===== src/rtl/prio_extint_controller.sv =====
// Prioritised external interrupt controller: synchronised edge/level sources with
// PEND/ENABLE/MODE/CLAIM word registers on a simple request/response bus.

module prio_extint_controller #(
  parameter int unsigned              SRC_NUM       = 8,
  parameter int unsigned              SYNC_STAGES   = 2,
  parameter int unsigned              VA_WIDTH      = 4,
  parameter int unsigned              BUS_WIDTH     = 32,
  parameter int unsigned              BUS_ACC_WIDTH = 2,
  parameter logic [BUS_ACC_WIDTH-1:0] BUS_ACC_4B    = BUS_ACC_WIDTH'(2)
) (
  input  logic                     clk,
  input  logic                     rstn,
  output logic                     ext_int_trigger,
  input  logic                     ext_int_handled,
  input  logic [SRC_NUM-1:0]       ext_int_from,
  input  logic [VA_WIDTH-1:0]      addr,
  input  logic                     w_rb,
  input  logic [BUS_ACC_WIDTH-1:0] acc,
  input  logic [BUS_WIDTH-1:0]     wdata,
  input  logic                     req,
  output logic [BUS_WIDTH-1:0]     rdata,
  output logic                     resp,
  output logic                     fault
);

  localparam int unsigned CLAIM_W  = $clog2(SRC_NUM + 1);
  localparam int unsigned WARM_MAX = SYNC_STAGES + 1;
  localparam int unsigned WARM_W   = $clog2(WARM_MAX + 1);

  localparam logic [VA_WIDTH-1:0] A_PEND  = VA_WIDTH'(0);
  localparam logic [VA_WIDTH-1:0] A_EN    = VA_WIDTH'(4);
  localparam logic [VA_WIDTH-1:0] A_MODE  = VA_WIDTH'(8);
  localparam logic [VA_WIDTH-1:0] A_CLAIM = VA_WIDTH'(12);

  logic [1:0]           rst_sync_q;
  logic                 rst_int_n;
  logic [SRC_NUM-1:0]   line_sync;
  logic [SRC_NUM-1:0]   pend_q, pend_d, enable_q, enable_d, mode_q, mode_d, prev_q;
  logic [SRC_NUM-1:0]   masked, win_oh, clr, edge_det;
  logic [CLAIM_W-1:0]   win_id;
  logic [WARM_W-1:0]    warm_q, warm_d;
  logic                 armed, addr_ok, invalid, acc_ok, claim_rd;
  logic [BUS_WIDTH-1:0] rdata_q, rdata_d, rd_val;
  logic                 resp_q, resp_d;
  logic                 unused_wdata;

  // Reset asserts asynchronously but releases on a clock edge.
  always_ff @(posedge clk or negedge rstn) begin
    if (!rstn) rst_sync_q <= '0;
    else       rst_sync_q <= {rst_sync_q[0], 1'b1};
  end
  assign rst_int_n = rst_sync_q[1];

  if (SYNC_STAGES == 0) begin : g_nosync
    assign line_sync = ext_int_from;
  end else begin : g_sync
    logic [SRC_NUM-1:0] sync_q [SYNC_STAGES];
    always_ff @(posedge clk or negedge rst_int_n) begin
      if (!rst_int_n) begin
        for (int unsigned i = 0; i < SYNC_STAGES; i++) sync_q[i] <= '0;
      end else begin
        sync_q[0] <= ext_int_from;
        for (int unsigned i = 1; i < SYNC_STAGES; i++) sync_q[i] <= sync_q[i-1];
      end
    end
    assign line_sync = sync_q[SYNC_STAGES-1];
  end

  assign masked          = pend_q & enable_q;
  assign ext_int_trigger = |masked;
  assign armed           = (warm_q == WARM_W'(WARM_MAX));
  assign fault           = req & invalid;
  assign unused_wdata    = ^wdata;

  // Bus decode, claim arbitration and pending-bit update.
  always_comb begin
    addr_ok  = (addr == A_PEND) || (addr == A_EN) || (addr == A_MODE) || (addr == A_CLAIM);
    invalid  = (acc != BUS_ACC_4B) || !addr_ok || (w_rb && (addr == A_CLAIM));
    acc_ok   = req && !invalid;
    claim_rd = acc_ok && !w_rb && (addr == A_CLAIM);
    win_oh   = masked & (~masked + SRC_NUM'(1));
    win_id   = '0;
    for (int i = int'(SRC_NUM) - 1; i >= 0; i--) begin
      if (masked[i]) win_id = CLAIM_W'(i + 1);
    end

    clr = '0;
    if (acc_ok && w_rb && (addr == A_PEND)) clr = clr | wdata[SRC_NUM-1:0];
    if (claim_rd || ext_int_handled)        clr = clr | win_oh;

    // Lines already high when reset released must not look like fresh edges.
    edge_det = armed ? (line_sync & ~prev_q) : '0;
    warm_d   = armed ? warm_q : warm_q + WARM_W'(1);
    pend_d   = (mode_q & line_sync) | (~mode_q & (edge_det | (pend_q & ~clr)));

    enable_d = enable_q;
    mode_d   = mode_q;
    if (acc_ok && w_rb && (addr == A_EN))   enable_d = wdata[SRC_NUM-1:0];
    if (acc_ok && w_rb && (addr == A_MODE)) mode_d   = wdata[SRC_NUM-1:0];

    case (addr)
      A_PEND:  rd_val = BUS_WIDTH'(pend_q);
      A_EN:    rd_val = BUS_WIDTH'(enable_q);
      A_MODE:  rd_val = BUS_WIDTH'(mode_q);
      A_CLAIM: rd_val = BUS_WIDTH'(win_id);
      default: rd_val = '0;
    endcase
    rdata_d = (acc_ok && !w_rb) ? rd_val : rdata_q;
    resp_d  = acc_ok;
  end

  always_ff @(posedge clk or negedge rst_int_n) begin
    if (!rst_int_n) begin
      pend_q   <= '0;
      enable_q <= '1;
      mode_q   <= '0;
      prev_q   <= '0;
      warm_q   <= '0;
      rdata_q  <= '0;
      resp_q   <= 1'b0;
    end else begin
      pend_q   <= pend_d;
      enable_q <= enable_d;
      mode_q   <= mode_d;
      prev_q   <= line_sync;
      warm_q   <= warm_d;
      rdata_q  <= rdata_d;
      resp_q   <= resp_d;
    end
  end

  assign rdata = rdata_q;
  assign resp  = resp_q;

endmodule

===== config.mk =====
export PLATFORM = sky130hd
export DESIGN_NAME = prio_extint_controller
export DESIGN_NICKNAME = d
export VERILOG_FILES = /design/src/rtl/prio_extint_controller.sv
export SDC_FILE = /design/constraint.sdc
export NUM_CORES = 1
export LEC_CHECK = 0
export ABC_AREA = 1
export BUFFER_PORTS_ARGS = -buffer_cell sky130_fd_sc_hd__clkbuf_2
export CAP_MARGIN = 20
export CORE_MARGIN = 2
export CORE_UTILIZATION = 46
export DETAILED_ROUTE_END_ITERATION = 16
export PLACE_DENSITY = 0.73
export SLEW_MARGIN = 20
export SYNTH_ARGS = -nofsm -noshare
export SYNTH_HDL_FRONTEND = slang
export SYNTH_SLANG_ARGS = --single-unit

===== constraint.sdc =====
create_clock -name clk -period 3.3 [get_ports clk]
set_input_delay 0 -clock clk [delete_from_list [all_inputs] [get_ports clk]]
set_output_delay 0 -clock clk [all_outputs]
set_load 0.05 [all_outputs]

==> qor.txt <==
VDD IR max: 0.267 mV
Final Non-Filler Cells: 473
Seq cells post-synth: 61
Distinct cells, synth: 29
FF-to-FF End: pend_q[4]
Die Wd: 83.4 um
Pleak: 1.81 nW
Initial DRT Pass Iterations: 4
Ys async rst share: 1.00
Sequential share of power: 0.473
CTS tree: built
RSZ-0062 raised after global routing: false
Final worst path period share: 0.478
Worst-Margin Slew: 0.655 ns
Fin Hold WS: 0.0238 ns
Max-Slew Margin vs Limit: 0.563
Clock root buffer: clkbuf_8
DRT iter0 DRCs: 160
Psw: 470 uW
DRC viols: 0
Worst r2r path cells: 8
Die ar.: 0.00695 mm2
Post-CTS Setup Inserts: 0
# nets final: 445
Rows: 28
Post-DP HPWL: 3900 um
Sw frac: 0.272
Synth Flop Type: dfrtp_1
Total track usage: 0.182
Reg-to-reg slack, setup: 1.88 ns
Hold depth: 3
Yosys warns: 0
Count leader, synth: nand2_1
H-tree depth: 3
Final Critical Period: 1.58 ns
GRT overflow: 0
Min-Delay Endpoint: resp
CP Data Required Time: 3.30 ns
Max Fclk: 634 MHz
Largest net degree at the start of global routing: 53
Fin. max-slew vios: 0
Vias per cell: 4.67
Ant diodes: 0
Die height: 83.4 um
Design area: 0.00345 mm2
Clock share of power: 0.403
Mapped Cells: 331
Worst-path clk slew: 0.06 ns
Total of max-cap violations: 0
Initial Utilization: 0.484
Initial antenna violation count: 0
Fin. Hold Viols: 0
First-pass GRT wire length: 9970 um
Post-synth top cells: nand2_1, dfrtp_1, inv_1
Top post-synthesis cells by area: dfrtp_1, nand2_1, dfstp_2
Area delta synth->final: 19.0%
Mapped Area: 0.00290 mm2
Post-synth EDFFs: 0
Total number of vias: 2210
CP Max Fanout: 4
Share of layout cells above drive strength 1: 0.226
Mapped Avg Cell Area: 8.75 um2
HP Start: req
Gpl congestion: 0.840
Leading area contributor after synthesis: dfrtp_1
Comb pwr share: 0.124
Cells after DPL: 439
Register area share after synthesis: 0.530
Placed Area: 0.00305 mm2
Clock latency on the worst-skew pair: 0.34 ns
Final count of negative-setup-slack endpoints: 0
Pwr dens: 500 mW/mm2
CP Class: flip-flop to output pin
CP arrival: 1.58 ns
Clk buf depth: 2
Clk sink count: 61
Routed len/inst: 12.2 um
# fillers: 536
IO buf count: 37
Clk_skew: 0.00830 ns
DRT Wirelength: 5780 um
Kind of end point of the critical path: output pin
Internal: 1.25 mW
Post-synth top area share: 0.458
Worst Hold Class: input port to flip-flop
Outcome: finished clean
# IOs: 86
Vias in the first global route: 2143
Setup TNS: 0 ns
Routed Antenna Nets: 0
Setup crit start kind: flip-flop
Core ar.: 0.00599 mm2
CTS Buf Count: 9
Worst flop-to-flop path startpoint: pend_q[0]
[how the worst max path moves through the flow]
stage                   endpoint  cells after the start          start  slack [ns]
3_3_place_gp           mode_q[2]                      7           w_rb        1.59
4_1_cts          ext_int_trigger                      5    enable_q[0]        1.71
5_1_grt          ext_int_trigger                      5    enable_q[0]        1.68
2_1_floorplan  g_sync.sync_q[10]                      0  rst_sync_q[1]        1.49
3_5_place_dp           mode_q[3]                      7           w_rb        1.56
6_report         ext_int_trigger                      5    enable_q[0]        1.72
[metal layers]
metal | vias to the layer above | share of wire | track usage
met1 | 1012 | 0.47 | 0.248
met2 | 73 | 0.45 | 0.275
li1 | 1114 | - | -
met5 | - | 0 | 0
met3 | 11 | 0.052 | 0.0378
met4 | 0 | 0.022 | 0.0939
[sequential cells by signal (all words and copies together) (netlist names)]
register / cells
line_sync: 8
rst_sync_q: 2
resp: 1
enable_q: 8
prev_q: 8
rdata: 8
mode_q: 8
g_sync.sync_q: 8
warm_q: 2
pend_q: 8
[what timing repair did]
| action | CTS | global route |
|---|---|---|
| endpoints found under the setup margin | 0 | 0 |
| hold endpoints to repair | 30 | 0 |
| gates resized for setup | 0 | 0 |
| hold buffers | 18 | 0 |
[power groups by stage]
stage / clock network [mW] / registers (mW) / logic (mW)
after floorplan: 0 / 0.836 / 0.162
final: 0.694 / 0.815 / 0.214
after global placement: 0 / 0.827 / 0.194
after global routing: 0.744 / 0.821 / 0.234
after CTS: 0.706 / 0.815 / 0.215
after detailed placement: 0 / 0.829 / 0.197
[layout by cell type, fill, tap and decap left out, drive strengths merged]
cell type	instances
clkbuf	50
inv	36
dfstp	8
bufinv	1
dlygate4sd3	18
ha	1
dfrtp	53
nor3	3
nor2	34
o21ai	28
nand4	10
o211ai	4
clkinv	3
xnor2	1
clkinvlp	1
conb	25
buf	1
nand3	17
nand2	103
a21oi	1
[critical path: stages (launching register included)]
cell and delay (ns):
dfstp_2 0.57, nand2_1 0.11, inv_1 0.09, nor2_1 0.08, nand3_1 0.10, clkbuf_2 0.28
[kinds of logic (layout without fill, tap and decap cells)]
group	after synthesis	count (layout)	synth area share
AOI/OAI and AO/OA	33	33	0.0812
xor gates and xnor gates	1	1	0.00302
and+or+nand+nor	167	167	0.252
adders and majority gates	1	1	0.00432
buffers and inverters	66	110	0.127
DFF	61	61	0.530
other	2	25	0.00259
[final cells by class]
class                   instances  area (um2)  area share
clock buffers                  13         169      0.0490
clock inverters                 3        42.5      0.0123
repair buffers                 56         373       0.108
multi-input cells             227        1080       0.314
well taps                      75        93.8      0.0272
inverters                      38         148      0.0428
flip-flops and latches         61        1540       0.447
[through the flow]
stage | utilization | setup WS [ns] | total power, mW
5_1_grt | 0.575 | 1.68 | 1.80
6_report | 0.575 | 1.72 | 1.72
3_3_place_gp | 0.510 | 1.59 | 1.02
2_1_floorplan | - | 1.49 | 0.998
3_5_place_dp | 0.510 | 1.56 | 1.03
4_1_cts | 0.575 | 1.71 | 1.74
Note: power is estimated with default switching activity, not from simulation.
